**config.mk**
```make
export PLATFORM = sky130hd
export DESIGN_NAME = run_sequencer_flat
export DESIGN_NICKNAME = d
export VERILOG_FILES = /design/src/rtl/run_sequencer_if.sv /design/src/rtl/run_sequencer.sv /design/src/flat_wrapper.sv
export SDC_FILE = /design/constraint.sdc
export NUM_CORES = 1
export LEC_CHECK = 0
export CAP_MARGIN = 40
export CORE_ASPECT_RATIO = 0.9
export CORE_MARGIN = 5
export CORE_UTILIZATION = 56
export DETAILED_ROUTE_END_ITERATION = 8
export MAX_ROUTING_LAYER = met4
export PLACE_DENSITY_LB_ADDON = 0.08
export SLEW_MARGIN = 15
export SYNTH_ARGS = -nofsm -noshare
export SYNTH_HDL_FRONTEND = slang
export SYNTH_SLANG_ARGS = --single-unit
```
**constraint.sdc**
```tcl
create_clock -name clk -period 3.5 [get_ports clk]
set_input_delay 0.7 -clock clk [delete_from_list [all_inputs] [get_ports clk]]
set_output_delay 0.7 -clock clk [all_outputs]
set_load 0.01 [all_outputs]
```
**src/rtl/run_sequencer_if.sv**
```systemverilog
//==============================================================================
// Module  : run_sequencer_if
// Brief   : Host feed, result drain and control-engine signal bundle.
// Revision: 1.0
//==============================================================================
`default_nettype none

interface run_sequencer_if;
    logic in_valid;
    logic in_ready;
    logic out_valid;
    logic out_ready;
    logic request_in;
    logic status;
    logic rst_CE;

    // master = sequencer side, slave = host / control-engine side
    modport master (
        input  in_valid, out_ready, request_in, status,
        output in_ready, out_valid, rst_CE
    );
    modport slave (
        output in_valid, out_ready, request_in, status,
        input  in_ready, out_valid, rst_CE
    );
endinterface

`default_nettype wire

```
**src/rtl/run_sequencer.sv**
```systemverilog
//==============================================================================
// Module  : run_sequencer
// Brief   : Sequences control-engine runs over samples and epochs.
// Revision: 1.0
//==============================================================================
`default_nettype none

module run_sequencer #(
    parameter int unsigned RST_CYC = 2,
    parameter logic [15:0] TIMEOUT = 16'd50000
) (
    input  wire logic        clk,
    input  wire logic        rst,
    input  wire logic        start,
    input  wire logic        abort,
    input  wire logic        mode,
    input  wire logic [15:0] num_samples,
    input  wire logic [7:0]  num_epochs,
    run_sequencer_if.master  bus,
    output logic             busy,
    output logic             done,
    output logic             err_timeout,
    output logic [15:0]      sample_cnt,
    output logic [7:0]       epoch_cnt
);

    typedef enum logic [2:0] {
        S_IDLE    = 3'd0,
        S_RSTCE   = 3'd1,
        S_WAITREQ = 3'd2,
        S_FEED    = 3'd3,
        S_RUN     = 3'd4,
        S_DRAIN   = 3'd5,
        S_NEXT    = 3'd6,
        S_DONE    = 3'd7
    } state_t;

    localparam logic [15:0] c_RST_LAST = 16'(RST_CYC - 1);
    localparam logic [15:0] c_RUN_LAST = TIMEOUT - 16'd1;

    state_t      r_state;
    state_t      w_state_nxt;
    logic        r_mode;
    logic [15:0] r_num_samples;
    logic [7:0]  r_num_epochs;
    logic [15:0] r_rst_cnt;
    logic [15:0] r_run_cnt;
    logic        r_status_d;
    logic        r_in_ready;
    logic        r_out_valid;
    logic        r_rst_ce;

    logic w_status_edge;
    logic w_last_sample;
    logic w_last_epoch;
    logic w_run_expired;

    assign w_status_edge = bus.status && !r_status_d;
    assign w_last_sample = (sample_cnt == r_num_samples - 16'd1);
    assign w_last_epoch  = (epoch_cnt == r_num_epochs - 8'd1);
    assign w_run_expired = (r_run_cnt == c_RUN_LAST);

    assign bus.in_ready  = r_in_ready;
    assign bus.out_valid = r_out_valid;
    assign bus.rst_CE    = r_rst_ce;

    always_comb begin
        w_state_nxt = r_state;
        if (abort) begin
            w_state_nxt = S_IDLE;
        end else begin
            case (r_state)
                S_IDLE: begin
                    if (start) begin
                        w_state_nxt = (num_samples == 16'd0 || num_epochs == 8'd0)
                                      ? S_DONE : S_RSTCE;
                    end
                end
                S_RSTCE:   if (r_rst_cnt == c_RST_LAST) w_state_nxt = S_WAITREQ;
                S_WAITREQ: if (bus.request_in) w_state_nxt = S_FEED;
                S_FEED:    if (bus.in_valid) w_state_nxt = S_RUN;
                S_RUN: begin
                    if (w_status_edge)      w_state_nxt = r_mode ? S_NEXT : S_DRAIN;
                    else if (w_run_expired) w_state_nxt = S_DONE;
                end
                S_DRAIN:   if (bus.out_ready) w_state_nxt = S_NEXT;
                S_NEXT: begin
                    if (w_last_sample && (w_last_epoch || !r_mode)) w_state_nxt = S_DONE;
                    else                                           w_state_nxt = S_WAITREQ;
                end
                S_DONE:    w_state_nxt = S_IDLE;
                default:   w_state_nxt = S_IDLE;
            endcase
        end
    end

    // Outputs are registered from the next state so they align with the state they decode.
    always_ff @(posedge clk or negedge rst) begin
        if (!rst) begin
            r_state       <= S_IDLE;
            r_mode        <= 1'b0;
            r_num_samples <= 16'd0;
            r_num_epochs  <= 8'd0;
            r_rst_cnt     <= 16'd0;
            r_run_cnt     <= 16'd0;
            r_status_d    <= 1'b0;
            r_in_ready    <= 1'b0;
            r_out_valid   <= 1'b0;
            r_rst_ce      <= 1'b1;
            busy          <= 1'b0;
            done          <= 1'b0;
            err_timeout   <= 1'b0;
            sample_cnt    <= 16'd0;
            epoch_cnt     <= 8'd0;
        end else begin
            r_state     <= w_state_nxt;
            r_status_d  <= bus.status;
            r_in_ready  <= (w_state_nxt == S_FEED);
            r_out_valid <= (w_state_nxt == S_DRAIN);
            r_rst_ce    <= (w_state_nxt == S_IDLE) || (w_state_nxt == S_RSTCE) ||
                           (w_state_nxt == S_DONE);
            busy        <= (w_state_nxt != S_IDLE);
            done        <= (w_state_nxt == S_DONE);

            if (!abort) begin
                case (r_state)
                    S_IDLE: begin
                        if (start) begin
                            r_mode        <= mode;
                            r_num_samples <= num_samples;
                            r_num_epochs  <= num_epochs;
                            err_timeout   <= 1'b0;
                            sample_cnt    <= 16'd0;
                            epoch_cnt     <= 8'd0;
                            r_rst_cnt     <= 16'd0;
                        end
                    end
                    S_RSTCE: r_rst_cnt <= r_rst_cnt + 16'd1;
                    S_FEED:  r_run_cnt <= 16'd0;
                    S_RUN: begin
                        if (!w_status_edge && w_run_expired) err_timeout <= 1'b1;
                        else                                 r_run_cnt   <= r_run_cnt + 16'd1;
                    end
                    S_NEXT: begin
                        if (w_last_sample) begin
                            sample_cnt <= 16'd0;
                            if (!(w_last_epoch || !r_mode)) epoch_cnt <= epoch_cnt + 8'd1;
                        end else begin
                            sample_cnt <= sample_cnt + 16'd1;
                        end
                    end
                    default: ;
                endcase
            end
        end
    end

endmodule

`default_nettype wire

```
**src/flat_wrapper.sv**
```systemverilog
// flat-port wrapper written by rule: the top's interface ports become plain ports
module run_sequencer_flat 
#(
    parameter int unsigned RST_CYC = 2,
    parameter logic [15:0] TIMEOUT = 16'd50000
)
  (clk, rst, start, abort, mode, num_samples, num_epochs, busy, done, err_timeout, sample_cnt, epoch_cnt, bus_in_valid, bus_out_ready, bus_request_in, bus_status, bus_in_ready, bus_out_valid, bus_rst_CE);
  run_sequencer_if bus_i ();
  input  wire logic clk;
  input  wire logic rst;
  input  wire logic start;
  input  wire logic abort;
  input  wire logic mode;
  input  wire logic [15:0] num_samples;
  input  wire logic [7:0] num_epochs;
  output logic busy;
  output logic done;
  output logic err_timeout;
  output logic [15:0] sample_cnt;
  output logic [7:0] epoch_cnt;
  input wire logic [$bits(bus_i.in_valid)-1:0] bus_in_valid;
  input wire logic [$bits(bus_i.out_ready)-1:0] bus_out_ready;
  input wire logic [$bits(bus_i.request_in)-1:0] bus_request_in;
  input wire logic [$bits(bus_i.status)-1:0] bus_status;
  output wire logic [$bits(bus_i.in_ready)-1:0] bus_in_ready;
  output wire logic [$bits(bus_i.out_valid)-1:0] bus_out_valid;
  output wire logic [$bits(bus_i.rst_CE)-1:0] bus_rst_CE;
  assign bus_i.in_valid = bus_in_valid;
  assign bus_i.out_ready = bus_out_ready;
  assign bus_i.request_in = bus_request_in;
  assign bus_i.status = bus_status;
  assign bus_in_ready = bus_i.in_ready;
  assign bus_out_valid = bus_i.out_valid;
  assign bus_rst_CE = bus_i.rst_CE;
  run_sequencer #(.RST_CYC(RST_CYC), .TIMEOUT(TIMEOUT)) u_core (.clk(clk), .rst(rst), .start(start), .abort(abort), .mode(mode), .num_samples(num_samples), .num_epochs(num_epochs), .bus(bus_i), .busy(busy), .done(done), .err_timeout(err_timeout), .sample_cnt(sample_cnt), .epoch_cnt(epoch_cnt));
endmodule
```
==> results of run 1 <==
## per-layer routing
metal / vias to the layer above / track usage, % / part of all wire (%)
met5: - / - / 0
met2: 155 / 36.0 / 45
met1: 2135 / 32.4 / 47
met3: 19 / 5.02 / 5.7
met4: 0 / 6.83 / 1.5
li1: 2158 / - / -
## power groups by stage
| stage | clock, mW | sequential (mW) | combinational (mW) |
|---|---|---|---|
| finish | 0.864 | 1.46 | 1.03 |
| global route | 0.931 | 1.49 | 1.14 |
| CTS | 0.888 | 1.45 | 1.03 |
| detailed placement | 0 | 1.47 | 1.02 |
| global placement | 0 | 1.46 | 0.990 |
| floorplan | 0 | 1.40 | 0.782 |
## worst max path at each step
stage	cells after the start	from	endpoint	slack, ps
final	11	u_core.r_num_samples[0]	u_core.epoch_cnt[6]	240
after global routing	10	u_core.r_num_samples[0]	u_core.bus.in_ready	40
after CTS	10	u_core.r_num_samples[0]	u_core.bus.in_ready	250
after detailed placement	9	u_core.r_num_samples[4]	u_core.epoch_cnt[6]	290
after global placement	11	u_core.r_num_samples[0]	u_core.epoch_cnt[6]	380
after floorplan	11	u_core.r_num_samples[0]	u_core.epoch_cnt[2]	270
## stage by stage
step / instances / hold WS (ps) / util (%)
6_report: 775 / 383 / 68.3
5_1_grt: 775 / 435 / 68.3
4_1_cts: 775 / 401 / 68.3
3_5_place_dp: 759 / 487 / 65.6
3_3_place_gp: 759 / 485 / 65.6
2_1_floorplan: 586 / 404 / -
## cell usage in the layout (no fill, tap or decap), drive strengths merged, types with 3 or more instances in the layout
cell type	count
nand3	22
nor3b	5
clkbuf	12
mux2i	6
ha	7
nor4	13
nand2	103
nor2b	4
nor4b	4
and3	17
o21ai	25
a21oi	17
buf	14
nor2	58
xor2	42
inv	18
bufinv	3
nand4	14
a31oi	3
nand2b	6
o22ai	3
or3	7
o31ai	3
nor3	15
dfrtp	90
xnor2	27
or4	7
and4	3
a211oi	7
and2	4
a31o	4
o21a	3
clkdlybuf4s50	61
## worst max-delay path: stages (launching register included)
cell,delay [ps]
dfrtp_1,440
inv_1,100
ha_1,200
or3b_1,380
or4_1,490
xnor2_1,160
a2111oi_2,410
o2111ai_4,240
buf_4,230
a211oi_1,280
xnor2_1,150
nor2_1,50
## Yosys cell counts, types with 2 or more instances
cell type  count  area share, %
nand3_1       22            2.1
o21a_1         3           0.43
o22ai_1        3           0.36
a21oi_1       16            1.5
nor2b_1        4           0.48
or4_4          2           0.43
xor2_1        42            7.1
nor2_1        58            4.2
o21ai_1        2           0.19
mux2i_1        6            1.2
nand4_1       14            1.7
nor3b_1        5           0.72
nand2_1      103            7.5
nor3_1        15            1.4
nor4_1        13            1.6
o21ai_0       23            2.2
and4_1         3           0.51
or4_1          5           0.72
dfrtp_1       90             43
buf_2          2           0.19
a21o_1         2           0.29
buf_1          3           0.22
nor4b_1        4           0.68
a31oi_1        3           0.36
or3_1          7           0.85
and3_1        17            2.1
o41ai_1        2           0.34
o31ai_1        3           0.43
and2_1         4           0.48
clkbuf_1      19            1.4
inv_1         18            1.3
a211oi_1       6           0.87
nand2b_1       6           0.72
o2bb2ai_1      2           0.34
nor4bb_1       2           0.39
a31o_1         3           0.51
ha_1           7            1.7
xnor2_1       27            4.6
## final cells by class
type                    instances  area share, %
multi-input cells             453           44.2
flip-flops and latches         91           36.8
repair buffers                 75           11.5
well taps                     122           2.46
clock buffers                  12           2.34
clock inverters                 4           1.57
inverters                      18           1.09
## cells by family after synthesis
group,after synthesis
mux,6
buf+inv,42
xor+xnor,69
simple gates,287
flops,91
fa+ha+maj,8
compound gates,83
## flip-flops by register name, indices dropped and copies added, names as in the netlist, 3 cells and up
| signal | cells |
|---|---|
| u_core.r_run_cnt | 16 |
| u_core.epoch_cnt | 8 |
| u_core.r_num_epochs | 8 |
| u_core.r_state | 3 |
| u_core.r_rst_cnt | 16 |
| u_core.sample_cnt | 16 |
| u_core.r_num_samples | 16 |
==> impl_metrics.ini, run 1 <==
[synth]
synthCells = 586
synth_adder_area_share_pct = 1.88
synth-main-ff-cell = dfrtp_1
synth_compound_area_share_pct = 11.3
synthesis.area_um2 = 5180
syn_nets = 626
synthXorXnorAreaFrac_pct = 11.7
avgSynthCellArea_um2 = 8.84
synthMuxAreaShare_pct = 1.16
synth_seq_cells = 91
synth-simple-area-share_pct = 27.0
yosys_warnings = 0
synth_edf_count = 0
synth-seq-area-share_pct = 44.0
synth-async-reset-ratio_pct = 100
synth_top_family_by_area = simple AND/OR/NAND/NOR gates
synth_cell_types = 58

[routing]
wirelength_um = 12300
vias_per_cell = 5.76
wire_per_inst_um = 15.9
firstDrtPassIters = 5
vias = 4467
drc = 0
ant_nets = 0
drt-initial-drc-count = 258

[power]
pwr-share-clk_pct = 25.8
seq_power_share_pct = 43.4
ir_drop_uv = 334
leakagePower_nw = 2.73
p_total_mw = 3.35
p_per_area_nw_per_um2 = 541
internal_power_mw = 2.19
p_switching_mw = 1.16
p_sw_share_pct = 34.7
combPwrFrac_pct = 30.8

[timing]
worstMarginPinSlew_ps = 748
clock.fmax_mhz = 307
finalMaxSlewViolations = 0
fin_skew_ps = 7.68
maxSlewHeadroom_pct = 50.0
fin_tns_setup_ps = 0
worst_slack_ps = 242
finalHoldViolations = 0
finalCritPeriodShare_pct = 93.1
setup_viol = 0
rsz0062_at_grt = no
min_period_ps = 3260

[worst_setup_path]
arrival_ps = 3500
required_ps = 3750
crit_path_end_kind = register
rr_endpoint = u_core.epoch_cnt[6]
criticalPathCategory = reg -> reg
r2r_slack_ps = 240
startpoint_type = register
worstPathMaxFanout = 7
timing.rr.start = u_core.r_num_samples[0]
r2r_cells = 11

[global_routing]
grt_pass1_wl_um = 21100
grt_use_total_pct = 23.7
overflow = 0
antenna_found_initial = 0
grt_pass1_vias = 4319
grt_max_degree = 57

[place]
dp_slack_ps = 290
gp_congestion = 0.899
portBuffers = 62
place_area_um2 = 5960
hpwl_um = 9030

[die]
die_area_um2 = 11300
num_rows = 33
coreArea_um2 = 9080
boundaryPins = 63
chipHeight_um = 101
start_util_pct = 57.0
die_x_um = 111

[clocking]
numCtsBuffers = 9
ctsResizeCount = 0
clock-sinks = 91
clkTransAtPathRegs_ps = 90
cts_tree = yes
cts-root-buf = clkbuf_8
htree_levels = 3
cts_hold_buf = 0
cts_setup_buffers = 0
clk_latency_ps = 370
cts_buffer_depth = 2

[final_layout]
drive_gt1_share_pct = 5.67
multi_input_area_um2 = 2740
area_delta_synth_final_pct = 19.7
antennaDiodeCount = 0
fin_nets = 688
register_area_um2 = 2280
fillCellCount = 752
finalInstanceArea_um2 = 6200

[outcome]
status = finished clean

[run]
maxCapViolCount = 0

[hold_path]
hold_class = in -> async
Note: power is estimated with default switching activity, not from simulation.
==> inputs of run 2 (changes only) <==
MAX_ROUTING_LAYER = default   (was met4)
==> impl_metrics.ini, run 2 (synthesized netlist as in run 1, its figures left out) <==
[timing]
min_period_ps = 3260
worstMarginPinSlew_ps = 749
clock.fmax_mhz = 307
holdWs_ps = 385
finalHoldViolations = 0
finalMaxSlewViolations = 0
finalCritPeriodShare_pct = 93.0
fin_skew_ps = 8.36
fin_tns_setup_ps = 0
maxSlewHeadroom_pct = 50.0
setup_viol = 0
worst_slack_ps = 244
rsz0062_at_grt = no

[global_routing]
grt_use_total_pct = 23.0
antenna_found_initial = 0
grt_pass1_vias = 4319
overflow = 0
grt_pass1_wl_um = 21100
grt_max_degree = 57

[clocking]
clock-sinks = 91
cts_tree = yes
clkTransAtPathRegs_ps = 90
clk_latency_ps = 370
cts_buffer_depth = 2
cts_setup_buffers = 0
cts-root-buf = clkbuf_8
numCtsBuffers = 9
cts_hold_buf = 0
ctsResizeCount = 0
htree_levels = 3

[power]
pwr-share-clk_pct = 25.8
p_sw_share_pct = 34.7
seq_power_share_pct = 43.4
p_switching_mw = 1.16
leakagePower_nw = 2.73
ir_drop_uv = 334
internal_power_mw = 2.19
p_total_mw = 3.35
p_per_area_nw_per_um2 = 540
combPwrFrac_pct = 30.8

[final_layout]
register_area_um2 = 2280
final_core_util_pct = 68.3
finalInstanceArea_um2 = 6200
fin_nets = 688
instances_no_fill = 775
antennaDiodeCount = 0
area_delta_synth_final_pct = 19.7
multi_input_area_um2 = 2740
final_cell_mix = nand2_1, dfrtp_1, clkdlybuf4s50_1, nor2_1, xor2_1
fillCellCount = 752
drive_gt1_share_pct = 5.67
layout_commonest_cell = nand2_1

[routing]
drc = 0
firstDrtPassIters = 5
ant_nets = 0
vias_per_cell = 5.78
wirelength_um = 12300
drt-initial-drc-count = 242
vias = 4477
wire_per_inst_um = 15.9

[die]
chipHeight_um = 101
num_rows = 33
coreArea_um2 = 9080
die_area_um2 = 11300
boundaryPins = 63
die_x_um = 111
start_util_pct = 57.0

[outcome]
status = finished clean

[worst_setup_path]
arrival_ps = 3530
worstPathMaxFanout = 5
criticalPathCategory = reg -> reg
required_ps = 3770
startpoint_type = register
crit_path_end_kind = register

[place]
dp_slack_ps = 290
dp_cells = 759
gp_congestion = 0.884
hpwl_um = 9030
place_area_um2 = 5960
portBuffers = 62

[run]
maxCapViolCount = 0

[hold_path]
hold_class = in -> async
[run 2: path summary, 6_finish.rpt]
path / startpoint / endpoint / slack (ps) / cells past startpoint
setup / recovery: u_core.r_num_samples[0] / u_core.bus.in_ready / 240 / 10
hold / removal: rst / u_core.epoch_cnt[1] / 390 / 1
setup reg to reg: u_core.r_num_samples[0] / u_core.bus.in_ready / 240 / 10
hold reg to reg: u_core.r_num_samples[15] / u_core.r_num_samples[15] / 510 / 2
max in group asynchronous: rst / u_core.bus.rst_CE / 2340 / 2
min in group clk: u_core.r_num_samples[15] / u_core.r_num_samples[15] / 510 / 2
[run 2: layout make-up]
type | count | share of cell area (%)
clock buffer | 12 | 2.34
clock inverter | 4 | 1.57
inverter | 18 | 1.09
multi-input combinational | 453 | 44.2
sequential | 91 | 36.8
tap | 122 | 2.46
timing repair buffer | 75 | 11.5
[run 2: critical path: stages, from the launching register on]
cell	delay (ps)
dfrtp_1	440
inv_1	100
ha_1	200
or3b_1	380
or4_1	490
xnor2_1	160
a2111oi_2	410
o2111ai_4	240
or2_1	320
and2_1	200
nor3_1	210
[run 2: power by group through the flow]
| stage | Combinational (mW) | Clock (mW) | Sequential (mW) |
|---|---|---|---|
| after floorplan | 0.782 | 0 | 1.40 |
| after global placement | 0.990 | 0 | 1.46 |
| after detailed placement | 1.02 | 0 | 1.47 |
| after CTS | 1.03 | 0.888 | 1.45 |
| after global routing | 1.14 | 0.932 | 1.49 |
| final | 1.03 | 0.863 | 1.46 |
[run 2: metal layers]
metal | routed length, um | part of all wire, % | global-route usage (%)
met5 | 0 | 0 | 0
met1 | 5880 | 48 | 32.4
met2 | 5570 | 45 | 36.0
met4 | 189 | 1.5 | 6.83
met3 | 682 | 5.5 | 5.32
